$ cat config.mk
export PLATFORM = sky130hd
export DESIGN_NAME = score_keeper
export DESIGN_NICKNAME = d
export VERILOG_FILES = /design/src/rtl/score_keeper.sv
export SDC_FILE = /design/constraint.sdc
export NUM_CORES = 1
export LEC_CHECK = 0
export ABC_AREA = 1
export CORE_MARGIN = 2
export CORE_UTILIZATION = 52
export DETAILED_ROUTE_END_ITERATION = 12
export PLACE_DENSITY = 0.9
export SKIP_CTS_REPAIR_TIMING = 1
export SYNTH_ARGS = -nofsm -noshare
export SYNTH_HDL_FRONTEND = slang
export SYNTH_SLANG_ARGS = --single-unit
$ cat constraint.sdc
create_clock -name clk -period 3.7 [get_ports clk]
set_input_delay 0.74 -clock clk [delete_from_list [all_inputs] [get_ports clk]]
set_output_delay 0.74 -clock clk [all_outputs]
set_load 0.01 [all_outputs]
$ cat src/rtl/score_keeper.sv
// Purpose: match scorer for a two-player paddle game. It sequences idle, the serve delay, play and
//          game over, and it declares the winner. Build option SCORE_KEEPER_SERVE_DELAY_EN enables the counted serve delay.
// Latency: a score appears 1 cycle after score_valid. serve pulses on the first PLAY cycle.
// Backpressure: none. Each pulse input is acted on or dropped in the cycle it arrives, depending on the current state.
module score_keeper #(
    parameter int WIN_SCORE   = 9,
    parameter int SERVE_DELAY = 50000000
) (
    input  logic       clk,
    input  logic       reset,
    input  logic       start,
    input  logic       score_valid,
    input  logic [1:0] who_scored,
    output logic [3:0] num_0,
    output logic [3:0] num_1,
    output logic [1:0] winner,
    output logic       serve,
    output logic       serve_dir,
    output logic [1:0] state
);

    typedef enum logic [1:0] {
        ST_IDLE       = 2'b00,
        ST_SERVE_WAIT = 2'b01,
        ST_PLAY       = 2'b10,
        ST_OVER       = 2'b11
    } state_t;

    localparam logic [3:0] WIN = 4'(WIN_SCORE);

    state_t     cur_state;
    state_t     nxt_state;
    logic [3:0] nxt_num_0;
    logic [3:0] nxt_num_1;
    logic [1:0] nxt_winner;
    logic       nxt_serve;
    logic       nxt_serve_dir;
    logic       clr_wait;
    logic       wait_done;
    logic [3:0] inc_0;
    logic [3:0] inc_1;

    assign inc_0 = num_0 + 4'd1;
    assign inc_1 = num_1 + 4'd1;
    assign state = cur_state;

`ifdef SCORE_KEEPER_SERVE_DELAY_EN
    localparam logic [25:0] WAIT_LAST = 26'(SERVE_DELAY - 1);

    logic [25:0] wait_cnt;

    // Serve-delay counter. It restarts from zero each time SERVE_WAIT is entered.
    always_ff @(posedge clk or posedge reset) begin
        if (reset) begin
            wait_cnt <= '0;
        end else if (clr_wait) begin
            wait_cnt <= '0;
        end else if (cur_state == ST_SERVE_WAIT) begin
            wait_cnt <= wait_cnt + 26'd1;
        end
    end

    assign wait_done = (wait_cnt == WAIT_LAST);
`else
    // No counter is built in this configuration. SERVE_WAIT always ends after a single cycle.
    // The delay parameter is only referenced here, so the parameter list stays the same in both builds.
    assign wait_done = (SERVE_DELAY > 0) || 1'b1;
`endif

    // Next-state logic. It also computes the score, winner and serve updates for the coming cycle.
    always_comb begin
        nxt_state     = cur_state;
        nxt_num_0     = num_0;
        nxt_num_1     = num_1;
        nxt_winner    = winner;
        nxt_serve     = 1'b0;
        nxt_serve_dir = serve_dir;
        clr_wait      = 1'b0;
        case (cur_state)
            ST_IDLE, ST_OVER: begin
                if (start) begin
                    nxt_state     = ST_SERVE_WAIT;
                    nxt_num_0     = 4'd0;
                    nxt_num_1     = 4'd0;
                    nxt_winner    = 2'b00;
                    nxt_serve_dir = 1'b0;
                    clr_wait      = 1'b1;
                end
            end
            ST_SERVE_WAIT: begin
                if (wait_done) begin
                    nxt_state = ST_PLAY;
                    nxt_serve = 1'b1;
                end
            end
            ST_PLAY: begin
                // start is deliberately ignored here, even when it arrives together with a point.
                if (score_valid && who_scored == 2'b01) begin
                    nxt_num_0     = inc_0;
                    nxt_serve_dir = 1'b1;
                    if (inc_0 == WIN) begin
                        nxt_winner = 2'b01;
                        nxt_state  = ST_OVER;
                    end else begin
                        nxt_state = ST_SERVE_WAIT;
                        clr_wait  = 1'b1;
                    end
                end else if (score_valid && who_scored == 2'b10) begin
                    nxt_num_1     = inc_1;
                    nxt_serve_dir = 1'b0;
                    if (inc_1 == WIN) begin
                        nxt_winner = 2'b10;
                        nxt_state  = ST_OVER;
                    end else begin
                        nxt_state = ST_SERVE_WAIT;
                        clr_wait  = 1'b1;
                    end
                end
            end
            default: nxt_state = ST_IDLE;
        endcase
    end

    // State and output registers. Reset clears everything immediately, so a pending serve is lost.
    always_ff @(posedge clk or posedge reset) begin
        if (reset) begin
            cur_state <= ST_IDLE;
            num_0     <= 4'd0;
            num_1     <= 4'd0;
            winner    <= 2'b00;
            serve     <= 1'b0;
            serve_dir <= 1'b0;
        end else begin
            cur_state <= nxt_state;
            num_0     <= nxt_num_0;
            num_1     <= nxt_num_1;
            winner    <= nxt_winner;
            serve     <= nxt_serve;
            serve_dir <= nxt_serve_dir;
        end
    end

endmodule
==> summary.md, run 1 <==
| Metric | Value |
|---|---|
| Layout Cells excl Fill | `148` |
| Arrival time worst endpoint | `about 1.3 ns` |
| Clock Root Buffer | `clkbuf_4` |
| Drt drc | `0` |
| Final wirelength | `~1700 µm` |
| Final worst path period share | `0.552` |
| Max Fclk | `0.489 GHz` |
| Setup TNS Final | `0 ns` |
| Clock sink count | `14` |
| Share of layout cells above drive strength 1 | `0.0682` |
| CP max stage delay | `between 0.5 and 0.6 ns` |
| Post-DR vias/cell | `5.14` |
| FP Rows | `14` |
| Hold/Removal Path Class | `reg -> reg` |
| Max-Slew Margin vs Limit | `0.662` |
| Antenna diodes | `0` |
| Routability Congestion | `0.800` |
| Kind of critical path | `reg -> out` |
| Total Die Area | `between 0.0015 and 0.002 mm²` |
| Min Hold Slack | `0.498 ns` |
| GRT Util Overall | `0.207` |
| Cell breakdown of the critical path | `clkdlybuf4s50_1` |
| Drt wl/cell | `11.6 µm` |
| Number of antenna violations at the first check in global routing | `0` |
| CP bufs+invs | `1` |
| Via count | `760` |
| Post-synthesis sequential area ratio | `0.408` |
| Internal power | `369 µW` |
| Clock network fraction of total power | `0.174` |
| Final setup viols | `0` |
| Combinational power share | `0.506` |
| Maximum clock path buffer count | `2` |
| Hpwl dp | `1390 µm` |
| Worst setup slack after layout | `between 1.5 and 2 ns` |
| Layout Skew | `0.00973 ns` |
| Cell area after synthesis | `between 800 and 900 µm²` |
| Final min period | `2.04 ns` |
| Pre-CTS setup slack | `between 1.5 and 2 ns` |
| H-tree level count | `1` |
| CTS buffer count | `3` |
| RSZ-0062 raised after global routing | `no` |
| Sequential cell fraction of total power | `0.320` |
| Synth Net Count | `between 100 and 150` |
| Synth Register Bits | `14` |
| Initial Util | `0.564` |
| First-pass GRT wire length | `2970 µm` |
| Core Area | `~0.0015 mm²` |
| Synthesized instance count | `between 100 and 150` |
| Die H | `44.7 µm` |
| Slew Limit Fails | `0` |
| Total iterations of the first detailed-routing run | `4` |
| Syn. warnings | `0` |
| Final hold vios | `0` |
| Yosys cell types | `16` |
| CP Capture Type | `primary output` |
| WP data required | `2.96 ns` |
| Sw frac | `0.426` |
| Slowest stage cell on the critical path | `clkdlybuf4s50_1` |
| Max FO, Critical Path | `5` |
| Worst slew pin tran | `0.506 ns` |
| Commonest non-fill, non-tap cell in the layout | `nand2_1` |
| Layout fillers | `between 100 and 150` |
| Detail Route Antenna Nets | `0` |
| Nets | `146` |
| Port Buffer Count | `19` |
| Syn avg cell area | `approximately 7.7 µm²` |
| Clock Latency Late Sink | `0.29 ns` |
| Pin count of the biggest net entering global routing | `15` |
| Most frequent cells in the layout | `30 x nand2_1, 19 x inv_1, 19 x clkdlybuf4s50_1` |
| Cells after DPL | `144` |
| Power density cells | `592 mW/mm²` |
| Worst Setup Start Kind | `flop` |
| VDD IR max | `0.410 mV` |
| LEAKAGE | `0.000536 µW` |
| Number of global-route vias before repair | `721` |
| P_sw | `274 µW` |
| Delay-heaviest family, CP | `buffers and inverters` |
| Starting DRT DRC Count | `15` |
| Outcome | `complete, no violations` |
| Die Wd | `around 45 µm` |
| CTS clk-pin slew, worst paths | `0.09 ns` |
| CTS tree | `done` |
| Total of max-cap violations | `0` |
| Ports | `20` |
| Area growth syn-to-layout | `26.5%` |
| Total global routing overflow | `0` |
==> Yosys cell counts <==
| cell | number | area [µm²] |
|---|---|---|
| nor2_1 | 6 | 22.5 |
| o21ai_1 | 7 | 35.0 |
| o21ai_2 | 2 | 17.5 |
| inv_1 | 19 | 71.3 |
| nor2_2 | 1 | 6.26 |
| buf_4 | 1 | 7.51 |
| nand4_1 | 3 | 18.8 |
| or2_1 | 1 | 6.26 |
| nand2_1 | 30 | 113 |
| nand3_1 | 15 | 75.1 |
| buf_6 | 1 | 11.3 |
| dfrtp_1 | 14 | 350 |
| nand2_4 | 1 | 11.3 |
| ha_1 | 7 | 87.6 |
| o21ai_0 | 2 | 10.0 |
| a21oi_4 | 1 | 16.3 |
==> power groups by stage <==
stage / Sequential (µW) / Clock, µW / Combinational (µW)
after floorplan: 218 / 0 / 224
after global placement: 206 / 0 / 313
after detailed placement: 209 / 0 / 326
after CTS: 206 / 112 / 329
after global routing: 211 / 122 / 368
final: 206 / 112 / 326
==> worst min-delay path, cell delays in order, from the launching register on <==
cell	delay (ns)
dfrtp_1	0.37
nand2_1	0.06
nand2_1	0.05
==> cell families after synthesis <==
group / synth area share
buffers and inverters: 0.105
AO/OA/AOI/OAI: 0.0917
AND/OR/NAND/NOR: 0.294
flip-flops: 0.408
adder cells (fa/ha/maj): 0.102
==> final cells by class <==
class / count / area [µm²] / share of cell area
Multi-Input combinational cell: 76 / 419 / 0.386
Sequential cell: 14 / 350 / 0.322
Timing Repair Buffer: 19 / 190 / 0.175
Inverter: 19 / 71.3 / 0.0656
Clock buffer: 4 / 36.3 / 0.0334
Tap cell: 16 / 20.0 / 0.0184
==> metal layers <==
layer / track usage / vias up / wire, µm
met2: 0.348 / 13 / 886
li1: - / 393 / -
met4: 0.0727 / 0 / 13
met5: 0 / - / 0
met3: 0.0776 / 2 / 69
met1: 0.241 / 352 / 754
==> through the flow <==
step / cell area [µm²] / power, µW / utilization
CTS: 1090 / 647 / 0.713
detailed placement: 1050 / 535 / 0.690
finish: 1090 / 643 / 0.713
global placement: 1050 / 519 / 0.690
floorplan: 860 / 441 / -
global route: 1090 / 701 / 0.713
==> flip-flops by register name (all words and copies together) (netlist names) <==
| register | cells |
|---|---|
| serve | 1 |
| serve_dir | 1 |
| num_1 | 4 |
| state | 2 |
| winner | 2 |
| num_0 | 4 |
==> worst paths after layout <==
| check | start | endpoint | slack (ns) | cells past startpoint |
|---|---|---|---|---|
| setup / recovery | num_0[2] | num_0[2] | 1.66 | 1 |
| hold / removal | winner[0] | winner[0] | 0.50 | 2 |
| setup reg to reg | state[0] | num_1[1] | 1.87 | 8 |
| hold reg to reg | winner[0] | winner[0] | 0.50 | 2 |
| max in group asynchronous | reset | num_0[1] | 2.59 | 2 |
| min in group asynchronous | reset | winner[0] | 0.76 | 2 |
Note: power is estimated with default switching activity, not from simulation.
==> inputs of run 2 (changes only) <==
Settings changed: CORE_UTILIZATION 52 to 48, PLACE_DENSITY 0.9 to 0.84.
Clock period 3.7 ns to 2.05 ns, I/O delays scaled along.
==> summary.md, run 2 (same netlist as run 1, synthesis figures left out) <==
| Metric | Value |
|---|---|
| Outcome | `complete, no violations` |
| Total of max-cap violations | `0 (unchanged)` |
| Nets | `146 (unchanged)` |
| Antenna diodes | `0 (unchanged)` |
| Power density cells | `1060 mW/mm² (+80%)` |
| Die H | `46.3 µm (+3.7%)` |
| CP bufs+invs | `2 (+1)` |
| Layout Skew | `0.00244 ns (-0.00728 ns)` |
| Drt drc | `0 (unchanged)` |
| Max-Slew Margin vs Limit | `0.663 (about the same)` |
| Sequential cell fraction of total power | `0.317 (-0.003)` |
| GRT Util Overall | `0.192 (-0.0159)` |
| P_sw | `500 µW (+82%)` |
| Port Buffer Count | `19 (unchanged)` |
| Starting DRT DRC Count | `16 (+1)` |
| LEAKAGE | `0.000538 µW (+0.28%)` |
| Core Area | `0.00171 mm² (+12%)` |
| Cells after DPL | `153 (+6.3%)` |
| Layout fillers | `145 (+28%)` |
| Slowest stage cell on the critical path | `dfrtp_1` |
| Total iterations of the first detailed-routing run | `4 (unchanged)` |
| CP max stage delay | `0.43 ns (-0.14 ns)` |
| Cell area after layout | `0.00110 mm² (+1.3%)` |
| Core Util, Final | `0.645 (-0.0688)` |
| Internal power | `673 µW (+82%)` |
| Setup TNS Final | `0 ns (unchanged)` |
| Hpwl dp | `1290 µm (-7.4%)` |
| Most Frequent Cell on Critical Path | `inv_1` |
| WP data required | `2.27 ns (-0.69 ns)` |
| Ports | `20 (unchanged)` |
| Most frequent cells in the layout | `30 x nand2_1, 19 x inv_1, 19 x clkdlybuf4s50_1` |
| Max Fclk | `a little under 0.6 GHz` |
| Placed cell area | `0.00106 mm² (+1.1%)` |
| Slew Limit Fails | `0 (unchanged)` |
| H-tree level count | `1 (unchanged)` |
| CP Capture Type | `flop` |
| Detail Route Antenna Nets | `0 (unchanged)` |
| Number of antenna violations at the first check in global routing | `0 (unchanged)` |
| Worst slew pin tran | `0.505 ns (-0.000781 ns)` |
| Pin count of the biggest net entering global routing | `15 (unchanged)` |
| Initial Util | `0.503 (-0.0607)` |
| Kind of critical path | `reg -> reg` |
| Area taken by multi-input logic gates | `422 µm² (+0.60%)` |
| Maximum clock path buffer count | `2 (unchanged)` |
| Final setup viols | `0 (unchanged)` |
| R2R Setup Slk | `0.32 ns (-1.55 ns)` |
| Final worst path period share | `0.843` |
| Clock Latency Late Sink | `0.29 ns (about the same)` |
| Number of global-route vias before repair | `694 (-3.7%)` |
| Worst Setup Start Kind | `flop` |
| Die Wd | `46.3 µm (+3.7%)` |
| Cell breakdown of the critical path | `inv_1, ha_1, inv_1, or2_4, o21ai_2, a21oi_4, nand3_1, o21ai_1` |
| Hold/Removal Path Class | `in -> async` |
| Commonest non-fill, non-tap cell in the layout | `nand2_1` |
| Share of layout cells above drive strength 1 | `0.0758 (+0.00758)` |
| VDD IR max | `0.670 mV (+63%)` |
| Clock sink count | `14 (unchanged)` |
| Final hold vios | `0 (unchanged)` |
| Total Die Area | `0.00215 mm² (+7.6%)` |
| Max FO, Critical Path | `8 (+3)` |
| Reg area | `350 µm² (unchanged)` |
| Final wirelength | `1720 µm (-0.29%)` |
| CTS tree | `done` |
| Drt wl/cell | `10.9 µm (-6.0%)` |
| Clock Root Buffer | `clkbuf_4` |
| Layout Cells excl Fill | `157 (+6.1%)` |
| Arrival time worst endpoint | `1.94 ns (+0.64 ns)` |
| Largest registers | `num_0 (4), num_1 (4)` |
| CTS buffer count | `3 (unchanged)` |
| Post-DR vias/cell | `5.01 (-2.4%)` |
| Sw frac | `0.426 (+0.000519)` |
| Via count | `787 (+3.6%)` |
| Area growth syn-to-layout | `28.1%` |
| FP Rows | `15 (+1)` |
| Delay-heaviest family, CP | `flip-flops` |
| CTS clk-pin slew, worst paths | `0.09 ns (about the same)` |
| Min Hold Slack | `0.441 ns (-0.0562 ns)` |
| Total global routing overflow | `0 (unchanged)` |
| Clock network fraction of total power | `0.173 (about the same)` |
| RSZ-0062 raised after global routing | `no` |
| Final min period | `1.73 ns` |
| Routability Congestion | `0.774 (-3.2%)` |
| First-pass GRT wire length | `2850 µm (-4.2%)` |
| Combinational power share | `0.510 (+0.004)` |
## run 2: changes by cell type in the layout (fill, tap and decap cells not counted)
cell,delta
or2_4,+1
or2_1,-1
## run 2: worst paths after layout
check | from | to | depth (start not counted)
hold reg to reg | winner[0] | winner[0] | 2
min in group clk | winner[0] | winner[0] | 2
hold / removal | reset | state[0] | 2
setup reg to reg | state[0] | num_1[3] | 8
setup / recovery | state[0] | num_1[3] | 8
max in group asynchronous | reset | num_1[3] | 2
## run 2: final cells by class
type	instances	share of cell area
flip-flops and latches	14	0.318
repair buffers	19	0.173
multi-input cells	76	0.383
inverters	19	0.0648
well taps	25	0.0284
clock buffers	4	0.0330
## run 2: through the flow
step                setup slack, ns  total power [µW]
floorplan                     0.460               797
global placement              0.268               942
detailed placement            0.186               957
CTS                           0.173              1170
global route                  0.158              1270
finish                        0.323              1170
## run 2: power by group through the flow
stage	clock, µW	combinational, µW	sequential, µW
global route	227	662	379
global placement	0	568	374
detailed placement	0	580	377
finish	203	598	371
floorplan	0	404	393
CTS	208	587	371
## run 2: routing by layer
| metal | wire (µm) | track usage |
|---|---|---|
| met5 | 0 | 0 |
| met4 | 57 | 0.143 |
| met3 | 76 | 0.0353 |
| met2 | 782 | 0.269 |
| met1 | 801 | 0.257 |
